File: src/rtl/fetch_unit.sv
// -----------------------------------------------------------------------------
// fetch_unit
//   Instruction fetch stage. It issues one instruction-memory read at a time
//   and holds the returned word in an output register for decode. A redirect
//   (branch/jump) flushes the output register and any read still in flight.
//
//   Ports
//     clk              single clock, rising edge
//     rst_n            asynchronous active-low reset
//     pc_sel[1:0]      next-pc select. The encoding matches common::pc_sel_t:
//                      PCNEXT=0, BRANCH=1, JAL=2, JALR=3. Any value other
//                      than PCNEXT is a redirect.
//     target_pc[31:0]  redirect address (only looked at during a redirect)
//     imem_req         read request, accepted in the cycle it is high
//     imem_addr[31:0]  read address (the current pc)
//     imem_rvalid      read data valid
//     imem_rdata[31:0] read data
//     if_valid         output register holds an instruction for decode
//     if_instr[31:0]   instruction for decode (BUBBLE while if_valid is low)
//     if_pc[31:0]      address of if_instr
//     id_ready         decode accepts this cycle
//     fetch_misaligned pulse on a misaligned redirect
//
//   Build option
//     FETCH_MISALIGN_CHECK_EN  defined: a redirect whose target is not word
//                              aligned raises fetch_misaligned in that cycle,
//                              flushes, and keeps the old pc.
//                              undefined: the target is forced to word
//                              alignment and fetch_misaligned is tied low.
// -----------------------------------------------------------------------------
module fetch_unit #(
    parameter logic [31:0] RESET_PC = 32'h0000_0000
) (
    input  logic        clk,
    input  logic        rst_n,
    input  logic [1:0]  pc_sel,
    input  logic [31:0] target_pc,
    output logic        imem_req,
    output logic [31:0] imem_addr,
    input  logic        imem_rvalid,
    input  logic [31:0] imem_rdata,
    output logic        if_valid,
    output logic [31:0] if_instr,
    output logic [31:0] if_pc,
    input  logic        id_ready,
    output logic        fetch_misaligned
);

    localparam logic [1:0]  PC_SEL_PCNEXT = 2'd0;
    localparam logic [31:0] BUBBLE        = 32'h0000_0013;   // addi x0,x0,0

    typedef enum logic [1:0] {
        ST_REQ     = 2'd0,
        ST_WAIT    = 2'd1,
        ST_DISCARD = 2'd2
    } state_t;

    state_t      state_r;
    state_t      state_n_s;
    logic [31:0] pc_r;
    logic [31:0] pc_n_s;
    logic        if_valid_r;
    logic        if_valid_n_s;
    logic [31:0] if_instr_r;
    logic [31:0] if_instr_n_s;
    logic [31:0] if_pc_r;
    logic [31:0] if_pc_n_s;
    logic        redirect_s;
    logic        transfer_s;
    logic        imem_req_s;

    assign redirect_s = (pc_sel != PC_SEL_PCNEXT);
    assign transfer_s = if_valid_r && id_ready;

    // A new read goes out only when no redirect is pending and the output
    // register will be free by the time the data comes back.
    assign imem_req_s = (state_r == ST_REQ) && !redirect_s && (!if_valid_r || id_ready);

    assign imem_req  = imem_req_s;
    assign imem_addr = pc_r;
    assign if_valid  = if_valid_r;
    assign if_instr  = if_instr_r;
    assign if_pc     = if_pc_r;

`ifdef FETCH_MISALIGN_CHECK_EN
    // Misalignment is flagged in the redirect cycle itself; held low in reset.
    assign fetch_misaligned = rst_n && redirect_s && (target_pc[1:0] != 2'b00);
`else
    assign fetch_misaligned = 1'b0;
`endif

    // Next-state, next-pc and output-register logic; redirect wins over all.
    always_comb begin
        state_n_s    = state_r;
        pc_n_s       = pc_r;
        if_valid_n_s = if_valid_r;
        if_instr_n_s = if_instr_r;
        if_pc_n_s    = if_pc_r;

        if (redirect_s) begin
            if_valid_n_s = 1'b0;
            if_instr_n_s = BUBBLE;
`ifdef FETCH_MISALIGN_CHECK_EN
            if (target_pc[1:0] != 2'b00) begin
                pc_n_s = pc_r;             // resume at the old pc
            end else begin
                pc_n_s = target_pc;
            end
`else
            pc_n_s = target_pc & 32'hFFFF_FFFC;
`endif
            case (state_r)
                ST_REQ:     state_n_s = ST_REQ;
                // Data arriving now is simply dropped; otherwise the read
                // still in flight must be swallowed in DISCARD.
                ST_WAIT:    state_n_s = imem_rvalid ? ST_REQ : ST_DISCARD;
                ST_DISCARD: state_n_s = ST_DISCARD;
                default:    state_n_s = ST_REQ;
            endcase
        end else begin
            if (transfer_s) begin
                if_valid_n_s = 1'b0;
                if_instr_n_s = BUBBLE;
            end else begin
                if_valid_n_s = if_valid_r;
                if_instr_n_s = if_instr_r;
            end
            case (state_r)
                ST_REQ: begin
                    // imem_rvalid here belongs to no request of ours.
                    if (imem_req_s) begin
                        state_n_s = ST_WAIT;
                    end else begin
                        state_n_s = ST_REQ;
                    end
                end
                ST_WAIT: begin
                    if (imem_rvalid) begin
                        if_valid_n_s = 1'b1;
                        if_instr_n_s = imem_rdata;
                        if_pc_n_s    = pc_r;
                        pc_n_s       = pc_r + 32'd4;
                        state_n_s    = ST_REQ;
                    end else begin
                        state_n_s    = ST_WAIT;
                    end
                end
                ST_DISCARD: begin
                    if (imem_rvalid) begin
                        state_n_s = ST_REQ;
                    end else begin
                        state_n_s = ST_DISCARD;
                    end
                end
                default: state_n_s = ST_REQ;
            endcase
        end
    end

    // State, pc and output registers.
    always_ff @(posedge clk or negedge rst_n) begin
        if (!rst_n) begin
            state_r    <= ST_REQ;
            pc_r       <= RESET_PC;
            if_valid_r <= 1'b0;
            if_instr_r <= BUBBLE;
            if_pc_r    <= 32'h0000_0000;
        end else begin
            state_r    <= state_n_s;
            pc_r       <= pc_n_s;
            if_valid_r <= if_valid_n_s;
            if_instr_r <= if_instr_n_s;
            if_pc_r    <= if_pc_n_s;
        end
    end

endmodule
File: config.mk
export PLATFORM = sky130hd
export DESIGN_NAME = fetch_unit
export DESIGN_NICKNAME = d
export VERILOG_FILES = /design/src/rtl/fetch_unit.sv
export SDC_FILE = /design/constraint.sdc
export NUM_CORES = 1
export LEC_CHECK = 0
export BUFFER_PORTS_ARGS = -buffer_cell sky130_fd_sc_hd__clkbuf_2
export CORE_ASPECT_RATIO = 1.75
export CORE_MARGIN = 5
export CORE_UTILIZATION = 35
export DETAILED_ROUTE_END_ITERATION = 12
export PLACE_DENSITY = 0.72
export SLEW_MARGIN = 20
export SYNTH_ARGS = -nofsm -noshare
export SYNTH_HDL_FRONTEND = slang
export SYNTH_SLANG_ARGS = --single-unit
export TNS_END_PERCENT = 30
File: constraint.sdc
create_clock -name clk -period 2.1 [get_ports clk]
set_input_delay 0.21 -clock clk [delete_from_list [all_inputs] [get_ports clk]]
set_output_delay 0.21 -clock clk [all_outputs]
set_load 0.01 [all_outputs]
==> results of run 1 <==
==> worst paths after layout <==
check,startpoint,to,slack [ns],depth (start not counted)
worst max-delay path,state_r[1],imem_addr[18],0.05,7
worst min-delay path,target_pc[12],imem_addr[12],0.08,3
worst max register to register,state_r[1],imem_addr[18],0.05,7
worst min register to register,if_pc[16],if_pc[16],0.47,2
max in group asynchronous,rst_n,imem_addr[7],1.06,3
min in group asynchronous,rst_n,imem_addr[11],0.38,2
==> layout make-up <==
class                      count  area [sq um]
timing repair buffer         196          1100
clock buffer                  10           239
inverter                       6          22.5
multi-input combinational    294          1730
fill                        1173          6210
sequential                    95          2380
clock inverter                 6          83.8
tap                          137           171
==> repair_timing <==
item | CTS | global route
hold buffers | 1 | 0
resized for setup | 0 | 10
endpoints found under the hold margin | 31 | 0
setup buffers | 0 | 2
setup endpoints to repair | 0 | 36
==> cell usage after synthesis (2+ instances only) <==
master / number / share of area (%)
nand2b_1: 2 / 0.30
o22a_1: 3 / 0.62
and3_1: 4 / 0.59
a22o_1: 29 / 6.0
ha_1: 5 / 1.5
or4_1: 13 / 2.3
o211ai_1: 4 / 0.71
or2_2: 2 / 0.30
dfstp_2: 3 / 1.9
buf_4: 5 / 0.89
buf_1: 6 / 0.54
xnor2_1: 5 / 1.0
clkbuf_1: 20 / 1.8
or3_1: 6 / 0.89
nor3_1: 2 / 0.24
o311ai_1: 5 / 1.0
nand2_1: 113 / 10
inv_1: 6 / 0.54
a31oi_1: 13 / 1.9
xor2_1: 5 / 1.0
o311ai_0: 2 / 0.42
nor2_1: 17 / 1.5
nand4_1: 5 / 0.74
o21ai_0: 18 / 2.1
dfrtp_1: 92 / 55
nand3_1: 14 / 1.7
o31ai_1: 10 / 1.8
==> state kept, by name, summed over array words and instances, names as in the netlist <==
name / flops
if_instr: 32
if_pc: 30
if_valid: 1
imem_addr: 30
state_r: 2
==> layout by cell type, fill, tap and decap left out, types with 4 or more instances in the layout <==
master and count:
nand4_1 5, or4_1 11, clkbuf_16 9, o21ai_0 18
o31ai_1 9, a31oi_1 12, clkbuf_2 160, nor2_1 15
xor2_1 5, ha_1 4, a22o_1 29, o211ai_1 4
xnor2_1 5, o311ai_1 5, nand3_1 13, conb_1 5
nand2_1 113, buf_4 31, inv_1 5, or3_1 6
dfrtp_1 92
==> worst min-delay path, delay by kind of cell <==
kind / cells / cell delay [ns]
compound gates: 1 / 0.06
buf+inv: 1 / 0.07
simple gates: 1 / 0.04
==> power breakdown <==
group | internal [W] | switching, W
combinational | 0.000345 | 0.000472
clock | 0.00107 | 0.000684
sequential | 0.00203 | 0.000132
==> stage by stage <==
stage / std cells / TNS, ns
floorplan: 428 / 0
global placement: 725 / 0
detailed placement: 725 / 0
CTS: 742 / 0
global route: 744 / -0.00614
finish: 744 / 0
==> cell families after synthesis <==
family	share of synthesized area, %
other cells	0.0891
compound gates	15.2
xor+xnor	2.08
buf+inv	4.13
simple gates	20.2
flops	56.6
mux	0.238
fa+ha+maj	1.49
==> layer usage <==
metal	vias up	GRT usage (%)	wire, microns
met3	24	3.34	513
met5	-	0	0
met1	1898	20.4	5010
met4	0	7.90	384
met2	112	30.7	6810
li1	1834	-	-
==> run_results.csv, run 1 <==
group,metric,value,unit
drt,antenna_left,0,
layout,final_core_util,47.9,%
timing,fmax,0.487,GHz
floorplan,start_util,35.3,%
setup_path,crit_buf_inv,2,
floorplan,coreArea,11900,sq um
layout,drive_above_1_share,37.7,%
worst_hold_path,hp-class,"in -> reg",
grt,grt_pass1_vias,3875,
synth,synth-edff-count,0,
cts,clk_pin_slew,0.07,ns
grt,antenna_found_initial,0,
placement,post-dp-hpwl,9530,microns
floorplan,row_count,53,
placement,dpl_cell_area,5330,sq um
floorplan,io_pins,169,
synth,yosys_register_bits,95,
placement,pre_cts_ws,0.0175,ns
grt,grt_max_degree,46,
layout,design.final.nets,677,
setup_path,cp.required,2.31,ns
placement,gp_congestion,0.843,
cts,numCtsBuffers,9,
grt,grtUsageTotal,17.5,%
timing,period_share,97.7,%
synth,avgSynthCellArea,9.93,sq um
timing,setup_viol,0,
cts,cts.path.max_buffers,2,
synth,synth.distinct_cells,42,
layout,syn_to_final_growth,36.0,%
timing,hold_viol,0,
drt,wl_per_cell,17.1,microns
cts,cts_num_sinks,95,
floorplan,die_w,92.9,microns
synth,synth_ff_type,"dfrtp_1",
cts,htreeDepth,3,
synth,netlist_instances,424,
timing,maxSlewViolCount,0,
status,run_status,"complete, no violations",
timing,relSlewSlack,63.4,%
layout,insertedDiodeCount,0,
timing,layout_min_cycle_time,2.05,ns
setup_path,crit_fanout,7,
floorplan,die_h,155,microns
setup_path,critPathArrivalTime,2.26,ns
timing,clock_skew,0.00642,ns
drt,drt_iter0_drc,204,
setup_path,cpPeakStageDelay,0.60,ns
grt,grt_pass1_wl,19900,microns
timing,worst_pin_slew,0.548,ns
layout,postLayoutCellArea,5720,sq um
synth,yosysWarnings,0,
drt,finalWirelength,12700,microns
placement,port_buffers,161,
floorplan,die_area,14400,sq um
setup_path,cpMaxStageDelayCell,"or4_4",
flow_run,maxCapViolations,0,
pwr,peakVddDrop,395,uV
cts,clk_latency,0.34,ns
synth,synth_seq_area_share,56.6,%
pwr,p_total,0.00474,W
timing,holdWs,0.0757,ns
setup_path,start_kind,"register",
drt,via_per_inst,5.20,
timing,worst_slack,0.0486,ns
grt,grt-ovfl-total,0,
pwr,powerDensity,827,nW/um^2
drt,drcViolationCount,0,
cts,clock-root-buffer,"clkbuf_16",
setup_path,end_kind,"register",
timing,rsz0062_at_grt,"yes",
synth,synth_area,4210,sq um
setup_path,path_delay_family,"simple AND/OR/NAND/NOR gates",
synth,async_reset_ff_share,100,%
setup_path,worstSetupPathType,"reg -> reg",
drt,drtPass1Iterations,5,
drt,vias,3868,
pwr,p_leak,2.90,nW
cts,cts_tree,"built",
setup_path,path_cells,"inv_2, ha_4, nand3_2, or4_4, buf_2, o31ai_2, a31oi_4",
Note: power is estimated with default switching activity, not from simulation.
==> inputs of run 2 (changes only) <==
--- a/config.mk
+++ b/config.mk
@@ -10,6 +10,7 @@
 export CORE_MARGIN = 5
 export CORE_UTILIZATION = 35
 export DETAILED_ROUTE_END_ITERATION = 12
+export MAX_ROUTING_LAYER = met4
 export PLACE_DENSITY = 0.72
 export SLEW_MARGIN = 20
 export SYNTH_ARGS = -nofsm -noshare
==> run_results.csv, run 2 (synthesis results as in run 1) <==
group,metric,value,unit
placement,post-dp-hpwl,9610,microns
grt,grt_pass1_wl,20200,microns
cts,cts_setup_buffers,0,
drt,finalWirelength,12700,microns
layout,syn_to_final_growth,35.9,%
layout,design.final.nets,677,
worst_hold_path,hold_depth,3,
layout,final_common_cell,"clkbuf_2",
cts,cts_num_sinks,95,
timing,holdWs,0.0811,ns
layout,drive_above_1_share,37.7,%
setup_path,path_delay_family,"simple AND/OR/NAND/NOR gates",
drt,wl_per_cell,17.1,microns
floorplan,die_w,92.9,microns
grt,antenna_found_initial,0,
cts,cts.path.max_buffers,2,
layout,postLayoutCellArea,5720,sq um
floorplan,io_pins,169,
timing,layout_min_cycle_time,2.04,ns
timing,maxSlewViolCount,0,
grt,grtUsageTotal,18.2,%
setup_path,start_kind,"register",
timing,hold_viol,0,
drt,vias,3896,
timing,relSlewSlack,64.4,%
floorplan,die_area,14400,sq um
floorplan,row_count,53,
placement,gp_congestion,0.853,
drt,drt_iter0_drc,193,
grt,grt_pass1_vias,3985,
setup_path,reg2reg_to,"imem_addr[26]",
layout,fin_cells,744,
drt,drtPass1Iterations,4,
setup_path,worstSetupPathType,"reg -> reg",
drt,via_per_inst,5.24,
placement,placedCellCount,726,
floorplan,die_h,155,microns
setup_path,critPathArrivalTime,2.30,ns
status,run_status,"complete, no violations",
placement,pre_cts_ws,-0.0197,ns
layout,insertedDiodeCount,0,
setup_path,reg2reg_slack,0.06,ns
setup_path,rr_startpoint,"state_r[1]",
setup_path,crit_buf_inv,1,
pwr,p_total,0.00477,W
layout,final_cell_mix,"160 x clkbuf_2, 113 x nand2_1, 92 x dfrtp_1",
flow_run,maxCapViolations,0,
timing,setup_viol,0,
drt,drcViolationCount,0,
setup_path,cpPeakStageDelay,0.56,ns
layout,fillers,1168,
timing,fmax,0.491,GHz
placement,dpl_cell_area,5340,sq um
floorplan,coreArea,11900,sq um
setup_path,path_cells,"inv_2, ha_4, nand3_2, or4_4, or4_4, a31oi_1",
cts,htreeDepth,3,
drt,antenna_left,0,
cts,cts_tree,"built",
pwr,p_leak,2.90,nW
pwr,peakVddDrop,388,uV
setup_path,crit_path_frequent_cell,"or4_4",
timing,clock_skew,0.00834,ns
layout,largest_reg_flops,32,
setup_path,r2r_cells,6,
cts,clock-root-buffer,"clkbuf_16",
pwr,powerDensity,834,nW/um^2
timing,rsz0062_at_grt,"yes",
worst_hold_path,min_to,"imem_addr[3]",
setup_path,end_kind,"register",
grt,grt_max_degree,46,
cts,clk_pin_slew,0.07,ns
setup_path,crit_fanout,7,
placement,port_buffers,161,
timing,worst_pin_slew,0.534,ns
setup_path,cpMaxStageDelayCell,"or4_4",
worst_hold_path,hp-class,"in -> reg",
worst_hold_path,min_from,"target_pc[3]",
timing,worst_slack,0.0626,ns
cts,clk_latency,0.34,ns
floorplan,start_util,35.3,%
timing,period_share,97.0,%
setup_path,cp.required,2.36,ns
grt,grt-ovfl-total,0,
cts,numCtsBuffers,9,
## run 2: tightest hold or removal path: cells and delay by family
| family | cells | cell delay, ns |
|---|---|---|
| AND/OR/NAND/NOR | 1 | 0.04 |
| buffers and inverters | 1 | 0.08 |
| AO/OA/AOI/OAI | 1 | 0.06 |
## run 2: per-stage QoR
step                TNS [ns]  util [%]
floorplan                  0         -
global route         -0.0175      47.9
CTS                        0      47.7
finish                     0      47.9
detailed placement   -0.0242      44.7
global placement           0      44.7
## run 2: worst max path at each step
| stage | from | to | slack [ns] | cells past startpoint |
|---|---|---|---|---|
| after floorplan | state_r[1] | imem_addr[30] | 0.01 | 7 |
| after global placement | state_r[1] | imem_addr[26] | 0.06 | 6 |
| after detailed placement | state_r[1] | imem_addr[24] | -0.02 | 6 |
| after CTS | imem_addr[12] | imem_addr[31] | 0.005 | 5 |
| after global routing | state_r[1] | imem_addr[26] | -0.007 | 6 |
| final | state_r[1] | imem_addr[26] | 0.06 | 6 |
## run 2: cell type report
cell class | instances | area (sq um) | share of cell area, %
multi-input cells | 295 | 1730 | 30.2
inverters | 6 | 22.5 | 0.394
flip-flops and latches | 95 | 2380 | 41.6
clock buffers | 9 | 225 | 3.94
repair buffers | 195 | 1090 | 19.1
well taps | 137 | 171 | 3.00
clock inverters | 7 | 103 | 1.79
## run 2: repair_timing
action,4_1_cts,5_1_grt
pin swaps,2,1
cloned,1,0
hold endpoints to repair,32,0
endpoints found under the setup margin,5,36
resized for setup,3,6
hold buffers,1,0
## run 2: per-layer routing
metal  GRT usage (%)  vias up  share of wire, %
met5               -        -                 0
met4            9.78        0               4.3
met3            2.61       33               4.2
met2            31.1      122                53
met1            20.4     1897                38
li1                -     1844                 -
## run 2: report_power, final
part           leakage, nW  switching [W]  internal (W)  total (W)
clock network        0.157       0.000733       0.00106    0.00179
registers             1.21       0.000135       0.00203    0.00216
logic                 1.53       0.000468      0.000345   0.000813
total                 2.90        0.00134       0.00343    0.00477
==> inputs of run 3 (changes only) <==
--- a/config.mk
+++ b/config.mk
@@ -8,10 +8,10 @@
 export BUFFER_PORTS_ARGS = -buffer_cell sky130_fd_sc_hd__clkbuf_2
 export CORE_ASPECT_RATIO = 1.75
 export CORE_MARGIN = 5
-export CORE_UTILIZATION = 35
+export CORE_UTILIZATION = 40
 export DETAILED_ROUTE_END_ITERATION = 12
 export MAX_ROUTING_LAYER = met4
-export PLACE_DENSITY = 0.72
+export PLACE_DENSITY = 0.8
 export SLEW_MARGIN = 20
 export SYNTH_ARGS = -nofsm -noshare
 export SYNTH_HDL_FRONTEND = slang
==> run_results.csv, run 3 (synthesis results as in run 1) <==
group,metric,value,unit
cts,htreeDepth,3,
layout,fin_cells,732,
drt,drtPass1Iterations,6,
timing,fmax,0.497,GHz
layout,syn_to_final_growth,34.5,%
setup_path,r2r_cells,5,
timing,maxSlewViolCount,0,
worst_hold_path,hold_depth,3,
cts,numCtsBuffers,9,
timing,relSlewSlack,63.5,%
layout,largest_reg_flops,32,
layout,design.final.nets,675,
placement,placedCellCount,712,
pwr,p_leak,2.87,nW
placement,gp_congestion,0.838,
drt,antenna_left,0,
cts,cts_tree,"built",
worst_hold_path,hp-class,"in -> reg",
layout,final_cell_mix,"160 x clkbuf_2, 113 x nand2_1, 92 x dfrtp_1",
grt,grt_pass1_vias,4044,
timing,clock_skew,0.00669,ns
placement,port_buffers,161,
drt,drt_iter0_drc,141,
layout,final_common_cell,"clkbuf_2",
pwr,p_total,0.00464,W
cts,cts_num_sinks,95,
worst_hold_path,min_from,"target_pc[6]",
floorplan,io_pins,169,
setup_path,worstSetupPathType,"reg -> reg",
setup_path,cp.required,2.36,ns
timing,hold_viol,0,
timing,worst_pin_slew,0.547,ns
timing,holdWs,0.0831,ns
grt,grtUsageTotal,20.6,%
drt,drcViolationCount,0,
floorplan,die_w,87.5,microns
setup_path,start_kind,"register",
grt,grt_pass1_wl,20200,microns
floorplan,row_count,49,
drt,finalWirelength,12400,microns
pwr,peakVddDrop,441,uV
drt,wl_per_cell,17.0,microns
drt,vias,3888,
cts,cts.path.max_buffers,2,
setup_path,critPathArrivalTime,2.27,ns
cts,clock-root-buffer,"clkbuf_16",
grt,grt-ovfl-total,0,
floorplan,die_area,12800,sq um
floorplan,start_util,40.9,%
floorplan,coreArea,10300,sq um
setup_path,crit_fanout,10,
timing,layout_min_cycle_time,2.01,ns
flow_run,maxCapViolations,0,
timing,period_share,95.8,%
setup_path,end_kind,"register",
placement,post-dp-hpwl,9410,microns
floorplan,die_h,146,microns
status,run_status,"complete, no violations",
drt,via_per_inst,5.31,
grt,antenna_found_initial,0,
grt,grt_max_degree,56,
pwr,powerDensity,819,nW/um^2
placement,dpl_cell_area,5300,sq um
setup_path,worstSetupStartpoint,"imem_addr[11]",
layout,drive_above_1_share,36.9,%
cts,clk_latency,0.34,ns
setup_path,rr_startpoint,"imem_addr[11]",
timing,setup_viol,0,
layout,insertedDiodeCount,0,
cts,clk_pin_slew,0.06,ns
layout,postLayoutCellArea,5660,sq um
-- run 3: changes by cell type in the layout (fill, tap and decap cells not counted), moves of 2 or more --
cell	previous run	this run
or4_4	4	2
buf_4	32	30
inv_6	3	0
clkbuf_8	0	2
-- run 3: metrics by stage --
stage          utilization, %  TNS [ns]  setup WS [ns]
2_1_floorplan               -         0         0.0129
3_3_place_gp             51.4         0         0.0429
3_5_place_dp             51.4         0       0.000799
4_1_cts                  54.8         0       0.000354
5_1_grt                  55.0   -0.0119        -0.0103
6_report                 55.0         0         0.0884
-- run 3: critical path, cell delays in order, from the launching register on --
cell and delay, ns:
dfrtp_1 0.36, nand3_1 0.15, or4_1 0.58, buf_4 0.19
or4_1 0.49, a31oi_1 0.17
-- run 3: repair_timing --
action	4_1_cts	5_1_grt
resized for setup	3	4
hold endpoints to repair	37	0
setup buffers	3	0
pin swaps	2	1
hold buffers	1	0
endpoints found under the setup margin	3	40
-- run 3: per-layer routing --
layer | global-route usage (%) | part of all wire [%] | wire length (microns)
met1 | 22.2 | 36 | 4520
met4 | 12.4 | 5.4 | 671
met3 | 3.17 | 4.3 | 531
met2 | 34.6 | 54 | 6700
met5 | - | 0 | 0
-- run 3: worst paths after layout --
kind / endpoint / slack [ns]
max in group asynchronous: if_instr[3] / 1.02
setup reg to reg: imem_addr[31] / 0.09
min in group asynchronous: if_pc[12] / 0.40
hold reg to reg: if_pc[26] / 0.47
hold / removal: imem_addr[6] / 0.08
setup / recovery: imem_addr[31] / 0.09
-- run 3: final cells by class --
type                            instances  area [sq um]
Clock buffer                           12           256
Clock inverter                          4          53.8
Fill cell                             914          4640
Inverter                                6          22.5
Multi-Input combinational cell        294          1700
Sequential cell                        95          2380
Tap cell                              127           159
Timing Repair Buffer                  194          1090
-- run 3: where the power goes --
part / internal (W) / switching, W / total [W]
logic: 0.000341 / 0.000467 / 0.000808
registers: 0.00203 / 0.000129 / 0.00216
clock network: 0.000990 / 0.000680 / 0.00167
